File: config.mk
export PLATFORM = sky130hd
export DESIGN_NAME = uart_cmd_ctrl
export DESIGN_NICKNAME = d
export VERILOG_FILES = /design/src/rtl/uart_cmd_ctrl.sv
export SDC_FILE = /design/constraint.sdc
export NUM_CORES = 1
export LEC_CHECK = 0
export ABC_AREA = 1
export CORE_ASPECT_RATIO = 0.5
export CORE_MARGIN = 1.5
export CORE_UTILIZATION = 40
export DETAILED_ROUTE_END_ITERATION = 8
export GPL_TIMING_DRIVEN = 0
export PLACE_DENSITY = 0.8
export SLEW_MARGIN = 20
export SYNTH_ARGS = -nofsm -noshare
export SYNTH_HDL_FRONTEND = slang
export SYNTH_SLANG_ARGS = --single-unit
File: constraint.sdc
create_clock -name clk -period 2.89 [get_ports clk]
set_input_delay 0.7225 -clock clk [delete_from_list [all_inputs] [get_ports clk]]
set_output_delay 0.7225 -clock clk [all_outputs]
set_load 0.05 [all_outputs]
File: src/rtl/uart_cmd_ctrl.sv
// uart_cmd_ctrl: decodes UART command frames into register-file accesses and returns read data to UART TX
//   Frames: WR_CMD,addr,data -> one-cycle reg_wr_en; RD_CMD,addr -> reg_rd_en, then read byte sent via tx_valid/tx_busy.
//   Ports: clk, rst (sync, active-high); rx_data/rx_valid/rx_err from UART RX;
//          reg_addr/reg_wr_en/reg_wr_data/reg_rd_en out and reg_rd_data/reg_rd_valid in to the register file;
//          tx_data/tx_valid out and tx_busy in to UART TX; cmd_error pulse and ctrl_busy status.
//   Optional: define UART_CMD_TIMEOUT_EN to abort partial frames after TIMEOUT_CYCLES idle cycles.
module uart_cmd_ctrl #(
  parameter int DATA_WIDTH = 8,
  parameter int ADDR_WIDTH = 4,
  parameter logic [DATA_WIDTH-1:0] WR_CMD = 8'hAA,
  parameter logic [DATA_WIDTH-1:0] RD_CMD = 8'hBB,
  parameter int TIMEOUT_CYCLES = 1024
) (
  input  logic                  clk,
  input  logic                  rst,
  input  logic [DATA_WIDTH-1:0] rx_data,
  input  logic                  rx_valid,
  input  logic                  rx_err,
  output logic [ADDR_WIDTH-1:0] reg_addr,
  output logic                  reg_wr_en,
  output logic [DATA_WIDTH-1:0] reg_wr_data,
  output logic                  reg_rd_en,
  input  logic [DATA_WIDTH-1:0] reg_rd_data,
  input  logic                  reg_rd_valid,
  output logic [DATA_WIDTH-1:0] tx_data,
  output logic                  tx_valid,
  input  logic                  tx_busy,
  output logic                  cmd_error,
  output logic                  ctrl_busy
);
  typedef enum logic [2:0] {
    IDLE, WR_ADDR, WR_DATA, RD_ADDR, RD_WAIT, TX_REQ, TX_WAIT_HI, TX_WAIT_LO
  } state_t;
  state_t state, state_n;
  logic [ADDR_WIDTH-1:0] addr_n;
  logic [DATA_WIDTH-1:0] wr_data_n, tx_data_n;
  logic wr_en_n, rd_en_n, tx_valid_n, err_n;
  logic in_frame, timeout;
  // Only the byte-collecting states can be aborted by a line error or a timeout.
  assign in_frame = (state == WR_ADDR) || (state == WR_DATA) || (state == RD_ADDR);
`ifdef UART_CMD_TIMEOUT_EN
  localparam int CW = $clog2(TIMEOUT_CYCLES + 1);
  logic [CW-1:0] cnt;
  // Restarts on every received byte and on any state change, idles at zero outside frames.
  always_ff @(posedge clk)
    if (rst || !in_frame || rx_valid || state_n != state) cnt <= '0;
    else cnt <= cnt + CW'(1);
  assign timeout = in_frame && (cnt == CW'(TIMEOUT_CYCLES));
`else
  localparam int unused_timeout = TIMEOUT_CYCLES;
  assign timeout = 1'b0;
`endif
  always_comb begin
    state_n    = state;
    addr_n     = reg_addr;
    wr_data_n  = reg_wr_data;
    tx_data_n  = tx_data;
    wr_en_n    = 1'b0;
    rd_en_n    = 1'b0;
    tx_valid_n = 1'b0;
    err_n      = 1'b0;
    case (state)
      IDLE:
        if (rx_valid) begin
          state_n = rx_data == WR_CMD ? WR_ADDR : rx_data == RD_CMD ? RD_ADDR : IDLE;
          err_n   = rx_data != WR_CMD && rx_data != RD_CMD;
        end
      WR_ADDR:
        if (rx_valid) begin
          addr_n  = rx_data[ADDR_WIDTH-1:0];
          state_n = WR_DATA;
        end
      WR_DATA:
        if (rx_valid) begin
          wr_data_n = rx_data;
          wr_en_n   = 1'b1;
          state_n   = IDLE;
        end
      RD_ADDR:
        if (rx_valid) begin
          addr_n  = rx_data[ADDR_WIDTH-1:0];
          rd_en_n = 1'b1;
          state_n = RD_WAIT;
        end
      RD_WAIT:
        if (reg_rd_valid) begin
          tx_data_n = reg_rd_data;
          state_n   = TX_REQ;
        end
      TX_REQ:
        if (!tx_busy) begin
          tx_valid_n = 1'b1;
          state_n    = TX_WAIT_HI;
        end
      TX_WAIT_HI: state_n = tx_busy ? TX_WAIT_LO : TX_WAIT_HI;
      TX_WAIT_LO: state_n = tx_busy ? TX_WAIT_LO : IDLE;
      default:    state_n = IDLE;
    endcase
    // A line error or timeout wins over a byte arriving in the same cycle and cancels any access.
    if (in_frame && (rx_err || timeout)) begin
      state_n   = IDLE;
      err_n     = 1'b1;
      addr_n    = reg_addr;
      wr_data_n = reg_wr_data;
      wr_en_n   = 1'b0;
      rd_en_n   = 1'b0;
    end
  end
  always_ff @(posedge clk)
    if (rst) begin
      state       <= IDLE;
      reg_addr    <= '0;
      reg_wr_data <= '0;
      tx_data     <= '0;
      reg_wr_en   <= 1'b0;
      reg_rd_en   <= 1'b0;
      tx_valid    <= 1'b0;
      cmd_error   <= 1'b0;
      ctrl_busy   <= 1'b0;
    end else begin
      state       <= state_n;
      reg_addr    <= addr_n;
      reg_wr_data <= wr_data_n;
      tx_data     <= tx_data_n;
      reg_wr_en   <= wr_en_n;
      reg_rd_en   <= rd_en_n;
      tx_valid    <= tx_valid_n;
      cmd_error   <= err_n;
      ctrl_busy   <= state_n != IDLE;
    end
endmodule

# Word level (Yosys, flattened, before mapping)
# Index checks and enable logic that the tools add are counted.
[totals]
input_bits = 22
regBits = 28
word_cells = 54
out_inout_bits = 25
[classes]
muxes = 17
eq_ne = 11
bitwise = 4
reduce_logical = 13
[op_table]
columns = ["operator", "count"]
rows = [
  ["3-bit 2-to-1 mux", 8],
  ["3-bit one-hot mux with 8 select lines", 1],
  ["8-bit == test (second input constant)", 2],
  ["8-bit != test (second input constant)", 2],
  ["3-bit == test (second input constant)", 4],
  ["3-bit by 2-bit == test with 1-bit output (second input constant)", 2],
  ["1-bit 2-to-1 mux", 6],
  ["3-bit AND reduction", 2],
  ["3-bit OR reduction", 2],
  ["2-bit 2-to-1 mux", 2],
  ["1-bit inverter", 4],
  ["2-bit OR reduction", 2],
  ["3-bit by 1-bit == test with 1-bit output (second input constant)", 1],
  ["3-bit logical NOT", 1],
  ["3-bit nonzero test", 1],
  ["1-bit logical AND", 2],
  ["1-bit logical OR", 2],
  ["2-bit AND reduction", 1],
]

# Logic depth before layout (Yosys ltp)
# Gate-level depths: netlist (run 1).
[depth]
ltp_word = 7
mapped_depth = 10
depth_no_buf = 9

# Least setup slack after synthesis (run 1)
# Ideal clock, no wire load.
[synth_timing]
path_kind = "input -> register"
startpoint = "input rst"
endpoint = "register ctrl_busy"
t_required_ns = 2.769
stages = 5
arrival_time_ns = 1.341
slack_ns = 1.428
setup_ns = 0.121
n_path_buf = 2
cell_sequence = "clkbuf_1 > inv_1 > clkbuf_1 > nand3_1 > nand3_1"
[synth_lines]
columns = ["item", "line_no", "source"]
rows = [
  ["from (decl)", "15", "input logic rst,"],
  ["to (signal assigned)", "119", "ctrl_busy <= 1'b0;"],
  ["to (signal assigned)", "129", "ctrl_busy <= state_n != IDLE;"],
  ["to (decl)", "29", "output logic ctrl_busy"],
]

# Final worst setup path (run 1)
[layout_timing]
startpoint = "register reg_wr_data[6]"
endpoint = "output reg_wr_data[6]"
[layout_lines]
columns = ["item", "line_no", "source"]
rows = [
  ["from (decl)", "21", "output logic [DATA_WIDTH-1:0] reg_wr_data,"],
  ["from (signal assigned)", "123", "reg_wr_data <= wr_data_n;"],
]
# No word-level cell between the ends.

==> results of run 1 <==
[synth_stat cells]
library cell | instances | share of area [%]
dfxtp_1 | 28 | 47
nand2_1 | 27 | 8.4
nand3_1 | 23 | 9.6
nor2_1 | 22 | 6.9
a21oi_1 | 13 | 5.4
inv_1 | 12 | 3.7
o21ai_0 | 10 | 4.2
clkbuf_1 | 3 | 0.93
nor2_4 | 3 | 2.8
buf_6 | 2 | 1.9
inv_2 | 2 | 0.62
nand4_1 | 2 | 1.0
buf_4 | 1 | 0.62
nand2_2 | 1 | 0.52
nand2_4 | 1 | 0.93
nand3_2 | 1 | 0.83
nand3b_1 | 1 | 0.62
nor2_8 | 1 | 1.7
nor2b_1 | 1 | 0.52
nor3_1 | 1 | 0.41
nor3_4 | 1 | 1.4
o211ai_1 | 1 | 0.62
[sequential cells by signal (all words and copies together), names as in the netlist]
| signal | cells |
|---|---|
| tx_data | 8 |
| ctrl_busy | 1 |
| tx_valid | 1 |
| reg_wr_en | 1 |
| reg_addr | 4 |
| cmd_error | 1 |
| state | 3 |
| reg_wr_data | 8 |
| reg_rd_en | 1 |
[placed cells by master, fill, tap and decap left out, drive strengths merged, types with 3 or more instances in the layout]
cell / n
clkdlybuf4s50: 45
nand2: 29
dfxtp: 28
nor2: 26
nand3: 24
inv: 14
a21oi: 13
o21ai: 10
clkbuf: 6
buf: 3
[layer usage]
layer  routed length, um  global-route usage, %
met5                   0                      0
met4                  57                   8.28
met3                 194                   5.05
met2                1330                   30.9
met1                1210                   22.2
[path summary, 6_finish.rpt]
path	end	slack (ns)	cells after the start
worst min register to register	reg_addr[0]	0.46	2
worst min-delay path	reg_addr[0]	0.46	2
worst max register to register	reg_wr_data[0]	1.55	5
worst max-delay path	reg_wr_data[6]	0.74	1
[area by class of cell]
type | count | area (um^2) | area share [%]
sequential | 28 | 561 | 32.2
multi-input combinational | 109 | 551 | 31.6
timing repair buffer | 45 | 450 | 25.8
inverter | 14 | 52.6 | 3.02
tap | 37 | 46.3 | 2.66
clock buffer | 3 | 41.3 | 2.37
buffer | 6 | 41.3 | 2.37
[power groups by stage]
stage	combinational [uW]	sequential [uW]	clock, uW
2_1_floorplan	62.6	435	0
3_3_place_gp	145	409	0
3_5_place_dp	148	409	0
4_1_cts	148	400	217
5_1_grt	161	401	228
6_report	148	399	206
[kinds of logic after synthesis]
family,Yosys count,share of synthesized area [%]
DFF,28,46.5
buffers and inverters,20,7.79
AOI/OAI and AO/OA,24,10.2
and+or+nand+nor,85,35.5
[stage by stage]
step	setup WS (ns)	std cells	instance area, um^2	utilization (%)
after floorplan	1.43	157	1200	-
after global placement	0.894	239	1700	62.6
after detailed placement	0.849	239	1700	62.6
after CTS	0.719	242	1740	64.2
after global routing	0.694	242	1740	64.2
final	0.736	242	1740	64.2
==> summary.md, run 1 <==
| Metric | Value |
|---|---|
| Core Area | 2720 um^2 |
| Overflow after GRT | 0 |
| WL final | 2.80 mm |
| Critical Path RT | ~2.2 ns |
| Initial DRC count | just over 70 |
| Final Max Slew Viols | 0 |
| Final setup viols | 0 |
| PostCTS Resize Cnt | 0 |
| Buf+Inv Stages, Crit Path | 1 |
| PortBufs | 45 |
| Clock Root Buffer | clkbuf_8 |
| Max Freq | 464 MHz |
| Initial antenna violation count | 0 |
| IO Count | 47 |
| FF-to-FF Start | state[1] |
| Area delta synth->final | 44.7% |
| Critical path startpoint category | register |
| Max cap viols | 0 |
| Syn. warnings | 0 |
| Hold Crit Class | register to register |
| Gr usage total | 18.5% |
| Worst path cell trace | clkdlybuf4s50_1 |
| Global-route wire length before repair | 4.73 mm |
| Clk Latency, worst-skew pair | 0.27 ns |
| Post-Syn Instances | 157 |
| Syn nets | 179 |
| Rows | 13 |
| Combinational share of power | 19.7% |
| Htree depth | 1 |
| Die Wd | 80.6 um |
| Die ar. | about 3400 um^2 |
| Die span in y | 41.8 um |
| Setup crit start | reg_wr_data[6] |
| Final Skew | 0.00208 ns |
| Syn_area_per_cell | 7.67 um^2 |
| Seq pwr share | between 50% and 60% |
| Ant diodes | 0 |
| Setup Fix Bufs, Post-CTS | 0 |
| Worst relative slew slack | 65.6% |
| FF+latch count, synth | 28 |
| Clock-pin slew on the worst setup and hold paths | 0.09 ns |
| Peak supply drop | 0.205 mV |
| CP arrival | 1.43 ns |
| Pleak | ~0.00067 uW |
| Power Dens Cells | ~430 nW/um^2 |
| Worst-margin pin slew | between 0.5 and 0.6 ns |
| Clk pwr share | a little over a quarter |
| Final Total Pwr | 754 uW |
| Detail Route Antenna Nets | 0 |
| Routability Congestion | 0.845 |
| Sink Count | 28 |
| Vias in the first global route | ~1,100 |
| Fin nets | 229 |
| Fill cells | between 200 and 250 |
| Switching Share | 27.0% |
| Period utilization | 74.5% |
| Hold_sp | reg_addr[0] |
| Final TNS setup | 0 ns |
| Final hold vios | 0 |
| TritonCTS Buffers | 3 |
| Hold_buf cts | 0 |
| Starting density of the core | around 44% |
| Crit. End Element | output pin |
| CP max stage delay | 0.81 ns |
| Top Family by Delay on Critical Path | buffers and inverters |
| RSZ-0062 raised after global routing | no |
| Seq/Total Area, Yosys | 46.5% |
| Cell variety after synth | 22 |
| Status | completed |
| Final hold slack | 0.463 ns |
| Routed len/inst | 11.6 um |
| HPWL Detailed | approximately 2.1 mm |
| Via count | 1,181 |
| CTS tree | done |
| Deepest clock path buffer count | 2 |
| P_sw | 203 uW |
| Pin count of the biggest net entering global routing | 15 |
| TritonRoute pass-1 iters | 4 |
| CP Class | register to output pin |
| Minimum clock period | ~2.2 ns |
| Post-Syn Area | 1200 um^2 |
| Crit-path max FO | 2 |
| Int Pwr | roughly 550 uW |
| CP max-delay cell | clkdlybuf4s50_1 |
| Layout cells sized above 1 | under 10% |
| Number of remaining DRC errors | 0 |
| DR vias/cell | slightly below 5 |
No activity file was read; power rests on OpenSTA's default activity.
==> inputs of run 2 (changes only) <==
--- a/config.mk
+++ b/config.mk
@@ -8,7 +8,7 @@
 export ABC_AREA = 1
 export CORE_ASPECT_RATIO = 0.5
 export CORE_MARGIN = 1.5
-export CORE_UTILIZATION = 40
+export CORE_UTILIZATION = 38
 export DETAILED_ROUTE_END_ITERATION = 8
 export GPL_TIMING_DRIVEN = 0
 export PLACE_DENSITY = 0.8
==> constraint.sdc (replaced) <==
create_clock -name clk -period 1.9 [get_ports clk]
set_input_delay 0.475 -clock clk [delete_from_list [all_inputs] [get_ports clk]]
set_output_delay 0.475 -clock clk [all_outputs]
set_load 0.05 [all_outputs]
==> summary.md, run 2 (synthesized netlist as in run 1, its figures left out) <==
| Metric | Value |
|---|---|
| Status | completed |
| Deepest clock path buffer count | 2 (unchanged) |
| IO Count | 47 (unchanged) |
| Power Dens Cells | 647 nW/um^2 (+50%) |
| Routability Congestion | 0.930 (+10%) |
| Most common cell after layout, fill and taps aside | dfxtp_1 |
| CP arrival | 1.38 ns (-0.05 ns) |
| Sink Count | 28 (unchanged) |
| Fill cells | 288 (+19%) |
| Clk Latency, worst-skew pair | 0.27 ns (about the same) |
| Htree depth | 1 (unchanged) |
| Initial DRC count | 57 (-21%) |
| Peak supply drop | 0.330 mV (+61%) |
| Die Wd | 82.6 um (+2.5%) |
| Core Area | 3010 um^2 (+11%) |
| Rows | 14 (+1) |
| Final Max Slew Viols | 0 (unchanged) |
| Hold Crit Class | register to register |
| Area of the multi-input gates | 551 um^2 (unchanged) |
| Die ar. | 3540 um^2 (+5.0%) |
| Layout cells sized above 1 | 7.80% (unchanged) |
| Routed len/inst | 10.9 um (-5.6%) |
| Max Freq | roughly 540 MHz |
| Final hold slack | 0.462 ns (-0.00118 ns) |
| Crit-path max FO | 1 (-1) |
| Minimum clock period | 1.86 ns |
| RSZ-0062 raised after global routing | no |
| DR vias/cell | 4.88 (about the same) |
| Top Family by Delay on Critical Path | buffers and inverters |
| TritonRoute pass-1 iters | 5 (+1) |
| Buf+Inv Stages, Crit Path | 1 (unchanged) |
| CP max-delay cell | clkdlybuf4s50_1 |
| CTS tree | done |
| Critical path startpoint category | register |
| Die span in y | 42.8 um (+2.4%) |
| Crit. End Element | output pin |
| Global-route wire length before repair | 4.31 mm (-8.9%) |
| Via count | 1,195 (+1.2%) |
| Top flop regs | reg_wr_data: 8 flops, tx_data: 8 flops, reg_addr: 4 flops |
| Critical Path RT | 1.42 ns (-0.75 ns) |
| Initial antenna violation count | 0 (unchanged) |
| Worst path cell trace | clkdlybuf4s50_1 |
| HPWL Detailed | 2.04 mm (-4.1%) |
| Final TNS setup | 0 ns (unchanged) |
| Final Skew | 0.00202 ns (-0.0000644 ns) |
| Gr usage total | 15.9% (-2.5 points) |
| Detail Route Antenna Nets | 0 (unchanged) |
| Pin count of the biggest net entering global routing | 15 (unchanged) |
| Hold_buf cts | 0 (unchanged) |
| Most frequent cells in the layout | dfxtp_1 (28), nand2_1 (27), clkdlybuf4s50_1 (24), nand3_1 (23), nor2_1 (22) |
| Starting density of the core | 40.0% (-4.4 points) |
| TritonCTS Buffers | 3 (unchanged) |
| Max cap viols | 0 (unchanged) |
| CP Class | register to output pin |
| Vias in the first global route | 1,017 (-8.1%) |
| Overflow after GRT | 0 (unchanged) |
| Area delta synth->final | 46.2% |
| Number of remaining DRC errors | 0 (unchanged) |
| Fin nets | 229 (unchanged) |
| Worst-margin pin slew | 0.503 ns (-0.0113 ns) |
| Clock Root Buffer | clkbuf_8 |
| Final setup viols | 0 (unchanged) |
| Ant diodes | 0 (unchanged) |
| CP max stage delay | 0.79 ns (-0.02 ns) |
| Pleak | 0.000923 uW (+38%) |
| Final hold vios | 0 (unchanged) |
| Worst relative slew slack | 66.4% (+0.81 points) |
| Clock-pin slew on the worst setup and hold paths | 0.09 ns (about the same) |
| Period utilization | 97.7% |
| PortBufs | 45 (unchanged) |
| Register Area | 561 um^2 (unchanged) |
| WL final | 2.68 mm (-4.4%) |
run 2: cell type report:
class / count / share of cell area (%)
plain buffers: 6 / 2.34
flip-flops and latches: 28 / 31.8
repair buffers: 45 / 26.4
multi-input cells: 109 / 31.2
inverters: 14 / 2.98
well taps: 40 / 2.84
clock buffers: 3 / 2.34
run 2: worst paths after layout:
kind	startpoint	end	slack, ns	cells after the start
setup reg to reg	state[1]	reg_wr_data[4]	0.55	5
hold reg to reg	reg_wr_data[2]	reg_wr_data[2]	0.46	2
setup / recovery	cmd_error	cmd_error	0.04	1
hold / removal	reg_wr_data[2]	reg_wr_data[2]	0.46	2
run 2: metrics by stage:
stage	cells	utilization, %	setup WS, ns	instance area [um^2]	total power [uW]
floorplan	157	-	0.685	1200	757
global placement	242	56.6	0.152	1710	842
detailed placement	242	56.6	0.148	1710	844
CTS	245	57.6	0.00254	1730	1160
global route	245	58.5	0.0105	1760	1190
finish	245	58.5	0.0444	1760	1140
run 2: per-layer routing:
layer,GRT usage (%),up-vias,wire length (um)
met5,0,-,0
met4,3.33,0,19
met3,4.52,4,135
met2,26.5,34,1340
met1,20.6,545,1180
li1,-,612,-
run 2: power by group:
part           total, uW  internal, uW  switching [uW]
logic                222          91.8             130
clock network        310           142             168
registers            608           601            6.75
run 2: what timing repair did:
item / CTS / global route
setup buffers: 0 / 0
setup endpoints to repair: 10 / 11
gates resized for setup: 10 / 11
hold endpoints to repair: 0 / 0
==> inputs of run 3 (changes only) <==
--- a/config.mk
+++ b/config.mk
@@ -9,6 +9,7 @@
 export CORE_ASPECT_RATIO = 0.5
 export CORE_MARGIN = 1.5
 export CORE_UTILIZATION = 38
+export CTS_CLUSTER_SIZE = 40
 export DETAILED_ROUTE_END_ITERATION = 8
 export GPL_TIMING_DRIVEN = 0
 export PLACE_DENSITY = 0.8
==> results of run 3 <==
Final layout, timing and power as in run 2 (identical DEF).
